$ cat src/rtl/mmio_uart_tx.sv
// mmio_uart_tx: snoops the processor store bus, queues byte stores to TX_ADDR
// in a small FIFO and serializes them on txd as 8N1 frames (8E1 when the
// UART_PARITY_EN macro is defined).
//
// Parameters: CLKS_PER_BIT (>=2), FIFO_DEPTH (power of 2, >=2), TX_ADDR.
// Ports:
//   clk, reset      rising-edge clock, asynchronous active-high reset
//   memwrite        store strobe
//   dataadr         store address
//   writedata       store data, bits [7:0] are queued
//   txd             serial line, idles high
//   tx_busy         high while a frame is on the line
//   fifo_count      bytes queued, excluding the byte in flight
//   drop_count      saturating count of stores lost to a full FIFO
module mmio_uart_tx #(
  parameter int unsigned CLKS_PER_BIT = 4,
  parameter int unsigned FIFO_DEPTH   = 4,
  parameter logic [31:0] TX_ADDR      = 32'hFFFF_FF00
) (
  input  logic                          clk,
  input  logic                          reset,
  input  logic                          memwrite,
  input  logic [31:0]                   dataadr,
  input  logic [31:0]                   writedata,
  output logic                          txd,
  output logic                          tx_busy,
  output logic [$clog2(FIFO_DEPTH):0]   fifo_count,
  output logic [7:0]                    drop_count
);

  localparam int unsigned AW = $clog2(FIFO_DEPTH);
  localparam int unsigned CW = AW + 1;
  localparam int unsigned BW = $clog2(CLKS_PER_BIT);
  localparam logic [BW-1:0] BAUD_LAST = BW'(CLKS_PER_BIT - 1);
  localparam logic [CW-1:0] DEPTH_C   = CW'(FIFO_DEPTH);

  typedef enum logic [2:0] {
    S_IDLE, S_START, S_DATA, S_STOP
`ifdef UART_PARITY_EN
    , S_PARITY
`endif
  } state_t;

  state_t          state_q, state_d;
  logic [BW-1:0]   baud_q, baud_d;
  logic [2:0]      bit_q, bit_d;
  logic [7:0]      shift_q, shift_d;
  logic            par_q, par_d;
  logic            txd_q, txd_d;
  logic            busy_q, busy_d;
  logic [CW-1:0]   count_q, count_d;
  logic [AW-1:0]   wr_ptr_q, wr_ptr_d, rd_ptr_q, rd_ptr_d;
  logic [7:0]      drop_q, drop_d;
  logic [7:0]      mem_q [FIFO_DEPTH];

  logic            push_c, pop_c, full_c, wr_en_c, baud_end_c;
  logic [7:0]      head_c;

  assign push_c     = memwrite && (dataadr == TX_ADDR);
  assign full_c     = (count_q == DEPTH_C);
  assign head_c     = mem_q[rd_ptr_q];
  assign baud_end_c = (baud_q == BAUD_LAST);

  // Frame sequencer; a pop loads the shift register and latches its parity.
  always_comb begin
    state_d = state_q;
    baud_d  = baud_q;
    bit_d   = bit_q;
    shift_d = shift_q;
    par_d   = par_q;
    pop_c   = 1'b0;
    case (state_q)
      S_IDLE: begin
        if (count_q != '0) begin
          pop_c   = 1'b1;
          state_d = S_START;
          baud_d  = '0;
          shift_d = head_c;
          par_d   = ^head_c;
        end
      end
      S_START: begin
        if (baud_end_c) begin
          state_d = S_DATA;
          baud_d  = '0;
          bit_d   = '0;
        end else begin
          baud_d = baud_q + BW'(1);
        end
      end
      S_DATA: begin
        if (baud_end_c) begin
          baud_d = '0;
          if (bit_q == 3'd7) begin
`ifdef UART_PARITY_EN
            state_d = S_PARITY;
`else
            state_d = S_STOP;
`endif
          end else begin
            bit_d   = bit_q + 3'd1;
            shift_d = {1'b0, shift_q[7:1]};
          end
        end else begin
          baud_d = baud_q + BW'(1);
        end
      end
`ifdef UART_PARITY_EN
      S_PARITY: begin
        if (baud_end_c) begin
          state_d = S_STOP;
          baud_d  = '0;
        end else begin
          baud_d = baud_q + BW'(1);
        end
      end
`endif
      S_STOP: begin
        if (baud_end_c) begin
          baud_d = '0;
          // Chain straight into the next start bit when more data is queued.
          if (count_q != '0) begin
            pop_c   = 1'b1;
            state_d = S_START;
            shift_d = head_c;
            par_d   = ^head_c;
          end else begin
            state_d = S_IDLE;
          end
        end else begin
          baud_d = baud_q + BW'(1);
        end
      end
      default: state_d = S_IDLE;
    endcase
  end

  // Line level is a function of the next state so txd comes straight off a flop.
  always_comb begin
    txd_d  = 1'b1;
    busy_d = (state_d != S_IDLE);
    case (state_d)
      S_START:  txd_d = 1'b0;
      S_DATA:   txd_d = shift_d[0];
`ifdef UART_PARITY_EN
      S_PARITY: txd_d = par_d;
`endif
      default:  txd_d = 1'b1;
    endcase
  end

  // FIFO bookkeeping; a full FIFO still accepts a push when a pop frees a slot.
  always_comb begin
    wr_en_c  = push_c && (!full_c || pop_c);
    count_d  = count_q + CW'(wr_en_c) - CW'(pop_c);
    wr_ptr_d = wr_ptr_q + AW'(wr_en_c);
    rd_ptr_d = rd_ptr_q + AW'(pop_c);
    drop_d   = drop_q;
    if (push_c && full_c && !pop_c && (drop_q != 8'hFF)) begin
      drop_d = drop_q + 8'd1;
    end
  end

  always_ff @(posedge clk or posedge reset) begin
    if (reset) begin
      state_q  <= S_IDLE;
      baud_q   <= '0;
      bit_q    <= '0;
      shift_q  <= '0;
      par_q    <= 1'b0;
      txd_q    <= 1'b1;
      busy_q   <= 1'b0;
      count_q  <= '0;
      wr_ptr_q <= '0;
      rd_ptr_q <= '0;
      drop_q   <= '0;
    end else begin
      state_q  <= state_d;
      baud_q   <= baud_d;
      bit_q    <= bit_d;
      shift_q  <= shift_d;
      par_q    <= par_d;
      txd_q    <= txd_d;
      busy_q   <= busy_d;
      count_q  <= count_d;
      wr_ptr_q <= wr_ptr_d;
      rd_ptr_q <= rd_ptr_d;
      drop_q   <= drop_d;
    end
  end

  // FIFO storage needs no reset; the pointers define what is valid.
  always_ff @(posedge clk) begin
    if (wr_en_c) begin
      mem_q[wr_ptr_q] <= writedata[7:0];
    end
  end

  assign txd        = txd_q;
  assign tx_busy    = busy_q;
  assign fifo_count = count_q;
  assign drop_count = drop_q;

endmodule
$ cat config.mk
export PLATFORM = sky130hd
export DESIGN_NAME = mmio_uart_tx
export DESIGN_NICKNAME = d
export VERILOG_FILES = /design/src/rtl/mmio_uart_tx.sv
export SDC_FILE = /design/constraint.sdc
export NUM_CORES = 1
export LEC_CHECK = 0
export CELL_PAD_IN_SITES_DETAIL_PLACEMENT = 1
export CELL_PAD_IN_SITES_GLOBAL_PLACEMENT = 1
export CORE_ASPECT_RATIO = 1.4
export CORE_MARGIN = 2
export CORE_UTILIZATION = 35
export CTS_BUF_LIST = sky130_fd_sc_hd__clkbuf_8
export CTS_CLUSTER_DIAMETER = 150
export CTS_CLUSTER_SIZE = 16
export DETAILED_ROUTE_END_ITERATION = 16
export PLACE_DENSITY = 0.87
export RECOVER_POWER = 50
export SLEW_MARGIN = 20
export SYNTH_ARGS = -nofsm -noshare
export SYNTH_HDL_FRONTEND = slang
export SYNTH_SLANG_ARGS = --single-unit
$ cat constraint.sdc
create_clock -name clk -period 2.6 [get_ports clk]
set_input_delay 0.52 -clock clk [delete_from_list [all_inputs] [get_ports clk]]
set_output_delay 0.52 -clock clk [all_outputs]
set_load 0.02 [all_outputs]
### Yosys cells after proc, flatten, opt, wreduce, memory -nomap -nowiden

Memories as Yosys holds them, arrays and structs flattened.
Cells that the tools add are included.

| storage, ports and cells | value |
|---|---|
| flip-flop bits (word level) | 33 |
| memory bits (writable) | 32 |
| input bits | 67 |
| output and inout bits | 13 |
| word-level logic and storage cells | 77 |
| memories kept | 1 |

Memories:

| memory | depth | bits a word | read ports | clocked after memory_dff | write ports | line | RTL |
|---|---|---|---|---|---|---|---|
| mem_q | 4 | 8 | 1 | 0 | 1 | 54 | `logic [7:0] mem_q [FIFO_DEPTH];` |

| operators by class | value |
|---|---|
| add/subtract/negate cells | 7 |
| equal/unequal tests | 15 |
| multiplexer cells | 25 |
| reduce and logical (&&, ||, !) cells | 18 |

Operators with widths:

| kind | count |
|---|---|
| $eq 32x32->1 const B | 1 |
| $mux 8 | 4 |
| $mux 3 | 8 |
| $pmux 8 s3 | 1 |
| $pmux 3 s4 | 1 |
| $ne 2x2->1 const B | 5 |
| $eq 3x2->1 const B | 3 |
| $reduce_bool 3->1 | 3 |
| $add 8x1->8 const B | 1 |
| $ne 8x8->1 const B | 1 |
| $reduce_and 4->1 | 2 |
| $eq 3x1->1 const B | 2 |
| $eq 3x3->1 const B | 2 |
| $pmux 3 s2 | 1 |
| $logic_and 1x1->1 | 5 |
| $mux 1 | 5 |
| $add 2x1->2 | 2 |
| $mux 2 | 2 |
| $pmux 1 s2 | 2 |
| $pmux 2 s2 | 1 |
| $reduce_bool 2->1 | 2 |
| $add 3x1->3 | 1 |
| $add 3x1->3 const B | 1 |
| $logic_not 3->1 | 1 |
| 7 further kinds | 8 |

### Longest topological paths before layout

Gate-level depths: netlist of the first run.

| depth | value |
|---|---|
| depth after elaboration | 8 |
| depth in mapped cells | 12 |
| gate-level depth less buffers | 12 |

### Worst setup path after synthesis of the first run

Ideal clock, no wire load.

| timing path | value |
|---|---|
| path kind | input to register |
| from | input port dataadr[3] |
| to | register count_q[2] (netlist: fifo_count[2]) |
| setup time | 0.137 ns |
| arrival time | 2.875 ns |
| data required time | 2.463 ns |
| setup slack | -0.411 ns |
| cell stages on the path | 12 |
| path buffers | 0 |
| cell sequence | or4b_1 > nor4_2 > nand4_1 > a31oi_4 > inv_2 > ha_1 > inv_1 > ha_1 > inv_1 > fa_1 > xnor2_1 > xnor2_1 |

| between the ends | value |
|---|---|
| word-level cells in the longest chain between the ends | 5 |

RTL lines:

| element | line | RTL |
|---|---|---|
| start, declared | 23 | `input logic [31:0] dataadr,` |
| $eq 32x32->1 | 59 | `assign push_c = memwrite && (dataadr == TX_ADDR);` |
| $logic_and 1x1->1 | 59 |  |
| $logic_and 1x1->1 | 154 | `wr_en_c = push_c && (!full_c \|\| pop_c);` |
| $add 3x1->3 | 155 | `count_d = count_q + CW'(wr_en_c) - CW'(pop_c);` |
| $sub 3x1->3 | 155 |  |
| net count_d[2] | 51 | `logic [CW-1:0] count_q, count_d;` |
| end signal, assigned | 185 | `count_q <= count_d;` |
| end, declared | 51 |  |

The timed path passes the listed nets, and every way through them passes these cells.
A chain may end at the register's enable or synchronous reset.

### Worst setup path in the final report of the first run

Same ends and word-level chain as after synthesis.

==> out/metrics.cfg, run 1 <==
[floorplanning]
fp-row-count=38
die_w_microns=80.1
start_util_pct=36.3
core_area_sq_mm=0.00780
die_h_microns=110
ios=80
die-area_sq_mm=0.00884

[placed_design]
dp_hpwl_microns=4610
post-place-ws_ns=-0.737
placed_area_sq_mm=0.00365
io_buffers=55
place.gp.congestion=0.751

[critical_path]
cp-end-kind=register
cp_common_cell=inv_2
crit_family=simple AND/OR/NAND/NOR gates
crit_buf_inv=4
crit_path_top_delay_cell=or4b_4
worst-setup-path-type=in2reg
reg2reg_from=state_q[0]
start_kind=input pin
startpoint=dataadr[3]
cp_data_arrival_time_ns=2.89
path_max_fanout=2
worstPathCellList=buf_6, or4b_4, nor4_4, nand4_1, a31oi_4, inv_2, ha_4, inv_2, ha_4, inv_2, fa_2, xnor2_2, xnor2_1
cpPeakStageDelay_ns=0.53
required_ns=2.86

[global_route]
antenna_found_initial=0
grt_max_degree=34
grt_usage_pct=16.1
grt_pass1_vias=2202
grt_pass1_wl_microns=10700
grt_overflow_total=0

[cells_and_area]
drive_gt1_share_pct=23.4
final_nets=344
final_area_sq_mm=0.00387
syn2layout_area_growth_pct=36.5
num_antenna_cells=0

[sta]
hold_violations=0
finalWorstSetupSlack_ns=-0.0301
report.final.slew_viol_count=0
max_freq_mhz=380
setup_violations=1
fin_crit_sh_pct=101
fin_tns_setup_ns=-0.0301
worstMarginPinSlew_ns=0.864
relSlewSlack_pct=41.9
skew_ns=0.0107
fin_crit_ns=2.63
rsz0062_at_grt=yes

[drt]
wl_per_cell_microns=16.9
wirelength_microns=6320
vias=1894
vias_per_cell=5.08
drtIter0Drc=75
antenna_left=0
drc_errors=0
firstDrtPassIters=4

[cts]
cts_buffers=9
cts_tree=done
htreeDepth=3
clk_path_buf_depth=2
cts.sinks=65
insertion_delay_ns=0.34
path_clk_slew_ns=0.07
root_buffer=clkbuf_8
hold_buffers=0

[synth]
avgSynthCellArea_sq_um=14.9
synthDistinctLibCells=40
ys_seq_area_share_pct=63.1
ys_warn_count=0
synth_seq_cells=65
ys.flop_type=edfxtp_1
syn_inst=190
synth_edf_count=32
synthArstFlopShare_pct=50.8
synth_nets=266
synth_area_sq_mm=0.00283

[power]
p_leak_uw=0.00169
power_density_mw_per_mm2=526
peakVddDrop_mv=0.396

[flow_run]
maxCapViolations=0

[worst_hold_path]
min_path_type=reg2reg
holdCritStartpoint=baud_q[1]

[status]
status=complete, but fails checks
violations=setup timing

[Yosys cell counts, types with 3 or more instances]
cell type / count / area, sq um
o21ai_0: 3 / 15.0
nand2_1: 7 / 26.3
nand4_1: 11 / 68.8
dfrtp_1: 32 / 801
a222oi_1: 6 / 60.1
edfxtp_1: 32 / 961
a22o_1: 7 / 61.3
xnor2_1: 8 / 70.1
xor2_1: 4 / 35.0
ha_1: 8 / 100
inv_1: 13 / 48.8
nor3_1: 3 / 15.0
and3_1: 4 / 25.0
mux4_2: 8 / 180
nor2_1: 11 / 41.3
[layout make-up]
type / instances / area (sq um)
Tap cell: 100 / 125
Sequential cell: 65 / 1790
Fill cell: 810 / 3930
Clock inverter: 6 / 53.8
Inverter: 14 / 52.6
Multi-Input combinational cell: 106 / 1020
Clock buffer: 10 / 138
Timing Repair Buffer: 72 / 686
[path summary, 6_finish.rpt]
path / end / depth (start not counted) / slack [ns]
max in group asynchronous: shift_q[0] / 3 / 1.18
setup reg to reg: fifo_count[2] / 10 / 0.05
min in group asynchronous: drop_count[4] / 3 / 0.89
setup / recovery: fifo_count[2] / 13 / -0.03
hold / removal: baud_q[1] / 1 / 0.51
hold reg to reg: baud_q[1] / 1 / 0.51
[cell families after synthesis]
group           synth area share [%]
flops                           63.1
mux                             7.15
buf+inv                         2.60
other cells                    0.132
fa+ha+maj                       4.24
xor+xnor                        3.71
simple gates                    10.6
compound gates                  8.48
[cell usage in the layout (no fill, tap or decap), types with 4 or more instances in the layout]
master            n
dlymetal6s2s_1    8
dlygate4sd3_1     9
nand4_1          11
and3_1            4
xnor2_1           7
xor2_1            4
clkbuf_8         10
mux4_2            8
edfxtp_1         32
a222oi_1          6
a22o_1            7
buf_4            14
nor2_1           11
ha_1              6
dlygate4sd2_1     4
inv_1            14
dfrtp_1          32
nand2_1           7
clkdlybuf4s50_1  30
[power breakdown]
group	internal [uW]	switching [uW]	total, uW
clock network	457	357	813
registers	1100	14.5	1110
logic	67.7	40.6	108
[through the flow]
step	cells	utilization (%)	total power (uW)	hold WS [ns]
finish	373	49.6	2030	0.507
global route	373	49.6	2120	0.533
CTS	372	49.3	2070	0.510
detailed placement	355	46.8	1250	0.486
global placement	355	46.8	1240	0.466
floorplan	190	-	1170	0.458
[state kept, by name, summed over array words and instances (netlist names)]
signal and flops:
baud_q 2, bit_q 3, wr_ptr_q 2, mem_q 32, state_q 3, rd_ptr_q 2
shift_q 8, tx_busy 1, fifo_count 3, txd 1, drop_count 8
[routing by layer]
| layer | GRT usage (%) | routed length [microns] | vias up |
|---|---|---|---|
| li1 | - | - | 878 |
| met1 | 16.6 | 2290 | 956 |
| met2 | 29.3 | 3550 | 46 |
| met3 | 3.51 | 272 | 14 |
| met4 | 8.36 | 199 | 0 |
| met5 | 0 | 0 | - |
[repair_timing]
item	CTS	global route
resized for setup	20	9
endpoints found under the setup margin	18	10
pin swaps	8	8
hold endpoints to repair	0	0
setup buffers	1	1
Power figures use the tool's default switching activity.
==> inputs of run 2 (changes only) <==
--- a/config.mk
+++ b/config.mk
@@ -5,6 +5,7 @@
 export SDC_FILE = /design/constraint.sdc
 export NUM_CORES = 1
 export LEC_CHECK = 0
+export CAP_MARGIN = 20
 export CELL_PAD_IN_SITES_DETAIL_PLACEMENT = 1
 export CELL_PAD_IN_SITES_GLOBAL_PLACEMENT = 1
 export CORE_ASPECT_RATIO = 1.4
@@ -16,7 +17,6 @@
 export DETAILED_ROUTE_END_ITERATION = 16
 export PLACE_DENSITY = 0.87
 export RECOVER_POWER = 50
-export SLEW_MARGIN = 20
 export SYNTH_ARGS = -nofsm -noshare
 export SYNTH_HDL_FRONTEND = slang
 export SYNTH_SLANG_ARGS = --single-unit
==> results of run 2 <==
The final DEF is identical to that of run 1; final timing and power are the same.
==> inputs of run 3 (changes only) <==
--- a/config.mk
+++ b/config.mk
@@ -11,7 +11,6 @@
 export CORE_ASPECT_RATIO = 1.4
 export CORE_MARGIN = 2
 export CORE_UTILIZATION = 35
-export CTS_BUF_LIST = sky130_fd_sc_hd__clkbuf_8
 export CTS_CLUSTER_DIAMETER = 150
 export CTS_CLUSTER_SIZE = 16
 export DETAILED_ROUTE_END_ITERATION = 16
==> out/metrics.cfg, run 3 (synthesis results as in run 1) <==
[cells_and_area]
largest_reg_flops=32  ; unchanged
multi_input_area_sq_mm=0.00102  ; unchanged
final_nets=344  ; unchanged
fillCellCount=810  ; unchanged
final_cell_mix=32 x dfrtp_1, 32 x edfxtp_1, 30 x clkdlybuf4s50_1  ; unchanged
final_area_sq_mm=0.00387  ; unchanged
top_register=mem_q  ; unchanged
num_antenna_cells=0  ; unchanged
regArea_sq_mm=0.00179  ; unchanged
drive_gt1_share_pct=23.4  ; unchanged
syn2layout_area_growth_pct=36.5  ; unchanged

[critical_path]
crit_path_top_delay_cell=or4b_4  ; unchanged
required_ns=2.86  ; about the same
startpoint=dataadr[3]  ; unchanged
cp_data_arrival_time_ns=2.89  ; about the same
start_kind=input pin  ; unchanged
reg2reg_from=state_q[0]  ; unchanged
cp_common_cell=inv_2  ; unchanged
crit_family=simple AND/OR/NAND/NOR gates  ; unchanged
path_max_fanout=2  ; unchanged
worst-setup-path-type=in2reg  ; unchanged
crit_buf_inv=4  ; unchanged
cp-end-kind=register  ; unchanged
worstPathCellList=buf_6, or4b_4, nor4_4, nand4_1, a31oi_4, inv_2, ha_4, inv_2, ha_4, inv_2, fa_2, xnor2_2, xnor2_1  ; unchanged
cpPeakStageDelay_ns=0.53  ; about the same

[global_route]
grt_pass1_vias=2199  ; was 2,202
grt_pass1_wl_microns=10700  ; about the same
grt_overflow_total=0  ; unchanged
grt_usage_pct=16.1  ; unchanged
antenna_found_initial=0  ; unchanged
grt_max_degree=34  ; unchanged

[flow_run]
maxCapViolations=0  ; unchanged

[cts]
clk_path_buf_depth=2  ; unchanged
path_clk_slew_ns=0.07  ; about the same
insertion_delay_ns=0.34  ; about the same
htreeDepth=3  ; unchanged
root_buffer=clkbuf_8  ; unchanged
cts_buffers=9  ; unchanged
cts_tree=done  ; unchanged
cts.sinks=65  ; unchanged
hold_buffers=0  ; unchanged

[status]
violations=setup timing  ; unchanged
status=complete, but fails checks  ; unchanged

[placed_design]
dp_hpwl_microns=4610  ; unchanged
place.gp.congestion=0.751  ; unchanged
placed_area_sq_mm=0.00365  ; unchanged
io_buffers=55  ; unchanged

[drt]
vias_per_cell=5.08  ; unchanged
vias=1894  ; unchanged
drc_errors=0  ; unchanged
drtIter0Drc=72  ; was 75
wl_per_cell_microns=16.9  ; about the same
wirelength_microns=6320  ; about the same
antenna_left=0  ; unchanged
firstDrtPassIters=4  ; unchanged

[floorplanning]
start_util_pct=36.3  ; unchanged
die_w_microns=80.1  ; unchanged
ios=80  ; unchanged
die-area_sq_mm=0.00884  ; unchanged
die_h_microns=110  ; unchanged
fp-row-count=38  ; unchanged
core_area_sq_mm=0.00780  ; unchanged

[power]
power_density_mw_per_mm2=529  ; was 526 mW/mm^2
peakVddDrop_mv=0.395  ; was 0.396 mV
p_leak_uw=0.00168  ; was 0.00169 uW
p_total_uw=2040  ; was 2030 uW

[sta]
setup_violations=1  ; unchanged
whs_ns=0.507  ; unchanged
finalWorstSetupSlack_ns=-0.0301  ; about the same
relSlewSlack_pct=41.9  ; about the same
hold_violations=0  ; unchanged
rsz0062_at_grt=yes  ; unchanged
fin_crit_ns=2.63  ; about the same
report.final.slew_viol_count=0  ; unchanged
fin_crit_sh_pct=101  ; about the same
worstMarginPinSlew_ns=0.864  ; about the same
max_freq_mhz=380  ; about the same
skew_ns=0.0107  ; about the same

[worst_hold_path]
min_path_type=reg2reg  ; unchanged
holdCritStartpoint=baud_q[1]  ; unchanged

-- run 3: stage by stage --
step                std cells  utilization (%)  worst slack [ns]  setup TNS (ns)
detailed placement        355             46.8            -0.737          -12.22
floorplan                 190                -            -0.237          -0.863
global placement          355             46.8            -0.669           -9.88
global route              373             49.6            -0.146          -0.158
CTS                       372             49.3            -0.140          -0.155
finish                    373             49.6           -0.0301         -0.0301
-- run 3: worst paths after layout --
path | end | slack (ns) | depth (start not counted)
worst max-delay path | fifo_count[2] | -0.03 | 13
worst max register to register | fifo_count[2] | 0.05 | 10
max in group asynchronous | shift_q[0] | 1.18 | 3
worst min register to register | baud_q[1] | 0.51 | 1
min in group asynchronous | drop_count[4] | 0.89 | 3
worst min-delay path | baud_q[1] | 0.51 | 1
-- run 3: final cells by class --
| class | count | share of cell area [%] |
|---|---|---|
| clock buffers | 13 | 3.85 |
| inverters | 14 | 1.36 |
| clock inverters | 3 | 1.10 |
| well taps | 100 | 3.24 |
| multi-input cells | 106 | 26.5 |
| repair buffers | 72 | 17.7 |
| flip-flops and latches | 65 | 46.2 |
-- run 3: repair_timing --
| item | CTS | global route |
|---|---|---|
| gates resized for setup | 20 | 9 |
| buffers inserted | 1 | 1 |
| pin swaps | 8 | 8 |
| setup endpoints to repair | 18 | 10 |
-- run 3: power breakdown --
group	total [uW]	switching (uW)	internal [uW]	leakage, uW
sequential	1110	14.5	1100	0.000743
combinational	108	40.6	67.7	0.000840
clock	824	356	468	0.0000936
total	2040	411	1630	0.00168
-- run 3: per-layer routing --
layer	vias to the layer above	global-route usage [%]	share of wire [%]
li1	878	-	-
met2	44	29.3	56
met3	14	3.51	4.2
met5	-	0	0
met1	958	16.6	36
met4	0	8.36	3.2
